===== src/rtl/botsw_gate_seq_if.sv =====
// Command/status bundle between the buck controller and the gate sequencer.
// master drives the commands and reads the gate outputs; slave is the sequencer side.
interface botsw_gate_seq_if #(
    parameter int DT_W = 6
);
    logic            EN;
    logic            PWM;
    logic [DT_W-1:0] DT;
    logic            DIODE_EN;
    logic            ZCD;
    logic            OCP;
    logic            GATE_TOP;
    logic            GATE_BOT;
    logic            DIODE_ACT;
    logic            FAULT;
    logic [2:0]      STATE;

    modport master (
        output EN, PWM, DT, DIODE_EN, ZCD, OCP,
        input  GATE_TOP, GATE_BOT, DIODE_ACT, FAULT, STATE
    );

    modport slave (
        input  EN, PWM, DT, DIODE_EN, ZCD, OCP,
        output GATE_TOP, GATE_BOT, DIODE_ACT, FAULT, STATE
    );
endinterface


===== src/rtl/botsw_gate_seq.sv =====
// Break-before-make gate sequencer: PWM to non-overlapping top/bottom gate enables
// with programmable dead time, diode emulation on zero-cross and latched OCP shutdown.
module botsw_gate_seq #(
    parameter int DT_W  = 6,
    parameter int BLANK = 4
) (
    input  logic                  CLK,
    input  logic                  RST,
    botsw_gate_seq_if.slave       bus
);
    localparam logic [2:0] S_OFF   = 3'd0;
    localparam logic [2:0] S_DEAD  = 3'd1;
    localparam logic [2:0] S_TOP   = 3'd2;
    localparam logic [2:0] S_BOT   = 3'd3;
    localparam logic [2:0] S_DIODE = 3'd4;
    localparam logic [2:0] S_FLT   = 3'd5;

    localparam logic [3:0] BLANK_L = 4'(BLANK);

    logic [2:0]      state_q, state_d;
    logic [DT_W-1:0] dcnt_q, dcnt_d;
    logic [3:0]      bcnt_q, bcnt_d;
    logic            gate_top_q, gate_top_d;
    logic            gate_bot_q, gate_bot_d;
    logic            diode_act_q, diode_act_d;
    logic            fault_q, fault_d;
    logic [DT_W-1:0] dt_eff;

    // DT is only sampled on DEAD entry, so mid-interval changes cannot stretch it.
    assign dt_eff = (bus.DT == '0) ? DT_W'(1) : bus.DT;

    always_comb begin
        state_d = state_q;
        dcnt_d  = dcnt_q;
        bcnt_d  = (bcnt_q != 4'd0) ? bcnt_q - 4'd1 : bcnt_q;

        if (!bus.EN) begin
            state_d = S_OFF;
        end else if (bus.OCP) begin
            state_d = S_FLT;
        end else begin
            case (state_q)
                S_OFF: begin
                    state_d = S_DEAD;
                    dcnt_d  = dt_eff;
                end
                S_DEAD: begin
                    if (dcnt_q <= DT_W'(1)) begin
                        if (bus.PWM) begin
                            state_d = S_TOP;
                        end else begin
                            state_d = S_BOT;
                            bcnt_d  = BLANK_L;
                        end
                    end else begin
                        dcnt_d = dcnt_q - DT_W'(1);
                    end
                end
                S_TOP: begin
                    if (!bus.PWM) begin
                        state_d = S_DEAD;
                        dcnt_d  = dt_eff;
                    end
                end
                S_BOT: begin
                    if (bus.PWM) begin
                        state_d = S_DEAD;
                        dcnt_d  = dt_eff;
                    end else if (bus.DIODE_EN && bus.ZCD && bcnt_q == 4'd0) begin
                        state_d = S_DIODE;
                    end
                end
                // both gates already off here, so top may turn on without dead time
                S_DIODE: begin
                    if (bus.PWM) state_d = S_TOP;
                end
                S_FLT:   state_d = S_FLT;
                default: state_d = S_OFF;
            endcase
        end

        gate_top_d  = (state_d == S_TOP);
        gate_bot_d  = (state_d == S_BOT);
        diode_act_d = (state_d == S_DIODE);
        fault_d     = (state_d == S_FLT);
    end

    always_ff @(posedge CLK) begin
        if (RST) begin
            state_q     <= S_OFF;
            dcnt_q      <= '0;
            bcnt_q      <= '0;
            gate_top_q  <= 1'b0;
            gate_bot_q  <= 1'b0;
            diode_act_q <= 1'b0;
            fault_q     <= 1'b0;
        end else begin
            state_q     <= state_d;
            dcnt_q      <= dcnt_d;
            bcnt_q      <= bcnt_d;
            gate_top_q  <= gate_top_d;
            gate_bot_q  <= gate_bot_d;
            diode_act_q <= diode_act_d;
            fault_q     <= fault_d;
        end
    end

    assign bus.GATE_TOP  = gate_top_q;
    assign bus.GATE_BOT  = gate_bot_q;
    assign bus.DIODE_ACT = diode_act_q;
    assign bus.FAULT     = fault_q;
    assign bus.STATE     = state_q;
endmodule


===== src/flat_wrapper.sv =====
// flat-port wrapper written by rule: the top's interface ports become plain ports
module botsw_gate_seq_flat 
#(
    parameter int DT_W  = 6,
    parameter int BLANK = 4
)
  (CLK, RST, bus_EN, bus_PWM, bus_DT, bus_DIODE_EN, bus_ZCD, bus_OCP, bus_GATE_TOP, bus_GATE_BOT, bus_DIODE_ACT, bus_FAULT, bus_STATE);
  botsw_gate_seq_if #(.DT_W(DT_W)) bus_i ();
  input  logic CLK;
  input  logic RST;
  input wire logic [$bits(bus_i.EN)-1:0] bus_EN;
  input wire logic [$bits(bus_i.PWM)-1:0] bus_PWM;
  input wire logic [$bits(bus_i.DT)-1:0] bus_DT;
  input wire logic [$bits(bus_i.DIODE_EN)-1:0] bus_DIODE_EN;
  input wire logic [$bits(bus_i.ZCD)-1:0] bus_ZCD;
  input wire logic [$bits(bus_i.OCP)-1:0] bus_OCP;
  output wire logic [$bits(bus_i.GATE_TOP)-1:0] bus_GATE_TOP;
  output wire logic [$bits(bus_i.GATE_BOT)-1:0] bus_GATE_BOT;
  output wire logic [$bits(bus_i.DIODE_ACT)-1:0] bus_DIODE_ACT;
  output wire logic [$bits(bus_i.FAULT)-1:0] bus_FAULT;
  output wire logic [$bits(bus_i.STATE)-1:0] bus_STATE;
  assign bus_i.EN = bus_EN;
  assign bus_i.PWM = bus_PWM;
  assign bus_i.DT = bus_DT;
  assign bus_i.DIODE_EN = bus_DIODE_EN;
  assign bus_i.ZCD = bus_ZCD;
  assign bus_i.OCP = bus_OCP;
  assign bus_GATE_TOP = bus_i.GATE_TOP;
  assign bus_GATE_BOT = bus_i.GATE_BOT;
  assign bus_DIODE_ACT = bus_i.DIODE_ACT;
  assign bus_FAULT = bus_i.FAULT;
  assign bus_STATE = bus_i.STATE;
  botsw_gate_seq #(.DT_W(DT_W), .BLANK(BLANK)) u_core (.CLK(CLK), .RST(RST), .bus(bus_i));
endmodule

===== config.mk =====
export PLATFORM = sky130hd
export DESIGN_NAME = botsw_gate_seq_flat
export DESIGN_NICKNAME = d
export VERILOG_FILES = /design/src/rtl/botsw_gate_seq_if.sv /design/src/rtl/botsw_gate_seq.sv /design/src/flat_wrapper.sv
export SDC_FILE = /design/constraint.sdc
export NUM_CORES = 1
export LEC_CHECK = 0
export CORE_AREA = 10 10 56 58
export DETAILED_ROUTE_END_ITERATION = 8
export DIE_AREA = 0 0 66 68
export GPL_TIMING_DRIVEN = 0
export PLACE_DENSITY = 0.85
export SLEW_MARGIN = 10
export SYNTH_ARGS = -nofsm -noshare
export SYNTH_HDL_FRONTEND = slang
export SYNTH_SLANG_ARGS = --single-unit

===== constraint.sdc =====
create_clock -name CLK -period 2.7 [get_ports CLK]
set_input_delay 0.27 -clock CLK [delete_from_list [all_inputs] [get_ports CLK]]
set_output_delay 0.27 -clock CLK [all_outputs]
set_load 0.05 [all_outputs]

# Word-level counts from Yosys, hierarchy flattened

Index checks and enable logic that the tools add are counted.

Input bits: 13
Register bits after elaboration: 17

Multiplexer cells: 20
Reductions and logical operators: 8
Bitwise logic cells: 1
Order comparisons: 1
Equality and inequality tests: 12
$add $sub $neg: 2

Operators with widths:

| operator                                            | count |
|---|---|
| two-way mux 4 bit                                   | 6 |
| two-way mux 6 bit                                   | 4 |
| case mux 6 bit (4 select lines)                     | 1 |
| two-way mux 3 bit                                   | 7 |
| case mux 3 bit (6 select lines)                     | 1 |
| equality test 3 x 2 -> 1 bit, second input constant | 4 |
| equality test 3 bit, second input constant          | 4 |
| nonzero test 4 bit                                  | 2 |
| <= comparator 6 x 1 -> 1 bit, second input constant | 1 |
| zero test 6 bit                                     | 1 |
| inequality test 2 bit, second input constant        | 3 |
| AND reduction 6 bit                                 | 1 |
| subtractor 6 x 1 -> 6 bit, second input constant    | 1 |
| zero test 4 bit                                     | 1 |
| subtractor 4 x 1 -> 4 bit, second input constant    | 1 |
| equality test 3 x 1 -> 1 bit, second input constant | 1 |
| zero test 3 bit                                     | 1 |
| logical AND 1 bit                                   | 2 |
| two-way mux 1 bit                                   | 1 |
| inverter 1 bit                                      | 1 |

# Logic depth before layout (Yosys ltp)

Depth in word-level cells: 8
Gate-level depth with buffers: 7
Gate-level depth less buffers: 6

# Worst setup path before layout

OpenSTA, ideal clock, no wires.

Path type: reg-to-reg
From: register u_core.state_q[0] (netlist: u_core.bus.STATE[0])
To: register u_core.bcnt_q[0]
Cell stages (with the launch flop): 6
Setup slack: 0.552 ns
Library setup time: 0.129 ns
Arrival time: 2.019 ns
Cells stage by stage: dfxtp_1 buf_2 or3b_1 or3_4 o31ai_1 nor2_1

Cells in the longest elaborated chain, start to end: 4

Ends and longest elaborated chain:

| item                         | line                  | text |
|---|---|---|
| start: declaration           | botsw_gate_seq.sv:20  | `logic [2:0] state_q, state_d;` |
| start signal: assignment     | botsw_gate_seq.sv:98  | `state_q <= state_d;` |
| equality test 3 x 1 -> 1 bit | botsw_gate_seq.sv:42  | `case (state_q)` |
| two-way mux 4 bit            | botsw_gate_seq.sv:42  |  |
| two-way mux 4 bit            | botsw_gate_seq.sv:39  | `end else if (bus.OCP) begin` |
| two-way mux 4 bit            | botsw_gate_seq.sv:37  | `if (!bus.EN) begin` |
| end signal: assignment       | botsw_gate_seq.sv:100 | `bcnt_q <= bcnt_d;` |
| end: declaration             | botsw_gate_seq.sv:22  | `logic [3:0] bcnt_q, bcnt_d;` |

Every way passes these cells.
A chain may end at the register's enable or synchronous reset.

# Worst setup path in the final report

From: register u_core.state_q[2] (netlist: u_core.bus.STATE[2])
To: register u_core.bcnt_q[1]

The elaborated chain is that of the path after synthesis.

==> metrics.md <==
| Metric | Value |
|---|---|
| Status | finished clean |
| 1st-pass router iterations | 4 |
| Per-cell routed wire length | 14.4 µm |
| Worst vdd ir | 442 µV |
| Clock Pin Slew Worst Setup and Hold Paths | 90 ps |
| Port buffer count | 17 |
| Nets@finish | 155 |
| Syn_area_per_cell | 8.49 µm² |
| Initial antenna violation count | 0 |
| Htree depth | 1 |
| Die ar. | 4490 µm² |
| Total track usage | 11.0% |
| Leak | 0.436 nW |
| Skew final | 0.500 ps |
| Final worst-path cycle share | 74.0% |
| CTS resizes | 0 |
| Congestion Overflow GR | 0 |
| F_max | 500 MHz |
| First-pass GRT wire length | 4010 µm |
| Final Non-Filler Cells | 166 |
| Num rows | 17 |
| CTS root buf | clkbuf_4 |
| Final setup TNS | 0 ps |
| WS Path Type | flop to flop |
| Post-synth EDFFs | 0 |
| Crit path DAT | 2160 ps |
| Placer Congestion | 0.915 |
| Vias in the first global route | 971 |
| DRT iter0 DRCs | 22 |
| Slew margin rel. | 58.8% |
| CP required | 2860 ps |
| Synth Cell Area | 993 µm² |
| Layout fillers | 188 |
| DRC violations left | 0 |
| Fin. Hold Viols | 0 |
| Met2 Use GR | 19.4% |
| Ranking of synthesized cells by area | dfxtp_1 (34%), o311ai_0 (4.4%), a21oi_1 (4.0%) |
| ANT nets after route | 0 |
| Leading area contributor after synthesis | dfxtp_1 |
| Slew Limit Fails | 0 |
| Crit path launch type | flop |
| RSZ-0062 raised after global routing | no |
| Yosys cell types | 40 |
| Post-Synthesis Cells | 117 |
| Setup-violating endpoint count in the final report | 0 |
| CTS tree | done |
| Post-CTS setup buffers | 0 |
| Syn Nets | 133 |
| GR peak layer | met2 |
| Worst-Margin Slew | 610 ps |
| CP Max Fanout | 10 |
| CTS Hold Bufs | 0 |
| Top-Level Pins | 20 |
| Sequential cell area fraction in the yosys report | 34.3% |
| ANT cells | 0 |
| Layout cells sized above 1 | 7.25% |
| Pin count of the biggest net entering global routing | 11 |
| Die width | 66 µm |
| Met3 GRT Util | 2.61% |
| GRT met1 Usage | 11.8% |
| Hold/Removal Path Class | input port to flop |
| Clock Path Buffers | 2 |
| Most used DFF post-synth | dfxtp_1 |
| Hpwl dp | 1900 µm |
| P&R area growth vs syn | 23.3% |
| Core region area | 2110 µm² |
| Yosys reg bits | 17 |
| Max cap viols | 0 |
| Worst skew pair latency | 290 ps |
| Post-synth ARST share | 0% |
| Tmin final | 2000 ps |
| Die height | 68 µm |
| CTS Buf Count | 3 |
| Worst Hold Depth | 2 |
| Top-area cell type share of the netlist area | 34.3% |
| Initial core utilization | 47.2% |
| CTS sink cnt | 17 |
| Total routed wirelength | 2390 µm |
| Placed cells | 162 |
| Crit. End Element | flop |
| Reg2Reg Depth | 5 |
| Via-to-Cell Ratio | 5.85 |
| Post-Layout Inst Area | 1220 µm² |
| DP Area | 1200 µm² |
| Vias | 971 |
| Synth warnings | 0 |
| Pwr per Cell Area | 574 nW/µm² |
-- power by group --
group | internal [mW] | switching [mW]
Combinational | 0.120 | 0.141
Sequential | 0.283 | 0.0264
Clock | 0.0575 | 0.0749
-- cell families (layout without fill, tap and decap cells) --
family	Yosys count	after routing	share of synthesized area (%)
AO/OA/AOI/OAI	31	31	22.0
XOR/XNOR	3	3	2.65
adder cells (fa/ha/maj)	3	3	3.78
buffers and inverters	16	37	6.30
flip-flops	17	17	34.3
multiplexers	1	1	1.01
AND/OR/NAND/NOR	46	46	30.0
-- through the flow --
stage / util (%) / hold WS (ps) / power (mW) / setup slack (ps)
after CTS: 58.2 / 369 / 0.709 / 697
after global placement: 56.9 / 494 / 0.559 / 722
after global routing: 58.2 / 414 / 0.752 / 499
final: 58.2 / 359 / 0.703 / 702
after floorplan: - / 471 / 0.507 / 552
after detailed placement: 56.9 / 516 / 0.575 / 670
-- worst paths after layout --
kind / start / end / slack (ps)
max: u_core.bus.STATE[2] / u_core.bcnt_q[1] / 700
min: RST / u_core.dcnt_q[1] / 360
max reg2reg: u_core.bus.STATE[2] / u_core.bcnt_q[1] / 700
min reg2reg: u_core.dcnt_q[5] / u_core.dcnt_q[5] / 530
-- cell type report --
cell class                 instances  area, µm²  share of cell area [%]
buffer                             7       28.8                    2.35
clock buffer                       4       26.3                    2.15
tap                               28       35.0                    2.86
inverter                           9       33.8                    2.76
multi-input combinational         84        591                    48.2
timing repair buffer              17        170                    13.9
sequential                        17        340                    27.8
-- cell usage after synthesis (2+ instances only) --
master,number
nor2_1,10
inv_1,9
nand2_1,2
and2_1,3
o31ai_1,5
a21oi_1,8
a211o_1,2
o311ai_0,5
a211oi_1,2
nor2b_1,3
a31oi_1,3
clkbuf_1,4
nor4_1,4
nor3b_1,3
nand2b_1,2
dfxtp_1,17
nand3b_1,2
ha_1,3
xor2_1,2
buf_2,2
nor3_1,5
or3_1,3
-- sequential cells by signal (all words and copies together), names as in the netlist --
| register | cells |
|---|---|
| u_core.dcnt_q | 6 |
| u_core.bcnt_q | 4 |
| u_core.bus.STATE | 3 |
| u_core.bus.DIODE_ACT | 1 |
| u_core.bus.FAULT | 1 |
| u_core.bus.GATE_BOT | 1 |
| u_core.bus.GATE_TOP | 1 |
-- routing by layer --
| metal | vias to the layer above | wire, µm |
|---|---|---|
| li1 | 480 | - |
| met1 | 458 | 1070 |
| met2 | 28 | 1140 |
| met3 | 5 | 146 |
| met4 | 0 | 38 |
| met5 | - | 0 |
-- placed cells by master (no fill, tap or decap), types with 3 or more instances in the layout --
| master | Yosys | routed |
|---|---|---|
| a21oi_1 | 8 | 8 |
| a31oi_1 | 3 | 3 |
| and2_1 | 3 | 3 |
| clkbuf_1 | 4 | 5 |
| clkbuf_4 | 0 | 3 |
| clkdlybuf4s50_1 | 0 | 17 |
| dfxtp_1 | 17 | 17 |
| ha_1 | 3 | 3 |
| inv_1 | 9 | 9 |
| nor2_1 | 10 | 10 |
| nor2b_1 | 3 | 3 |
| nor3_1 | 5 | 5 |
| nor3b_1 | 3 | 3 |
| nor4_1 | 4 | 4 |
| o311ai_0 | 5 | 5 |
| o31ai_1 | 5 | 5 |
| or3_1 | 3 | 3 |
-- worst max-delay path, stage by stage, from the launching register on --
cell and delay [ps]:
dfxtp_1 320, clkbuf_1 200, or3b_1 450, or3_4 390, o31ai_1 410, a211oi_1 100
Power figures use the tool's default switching activity.
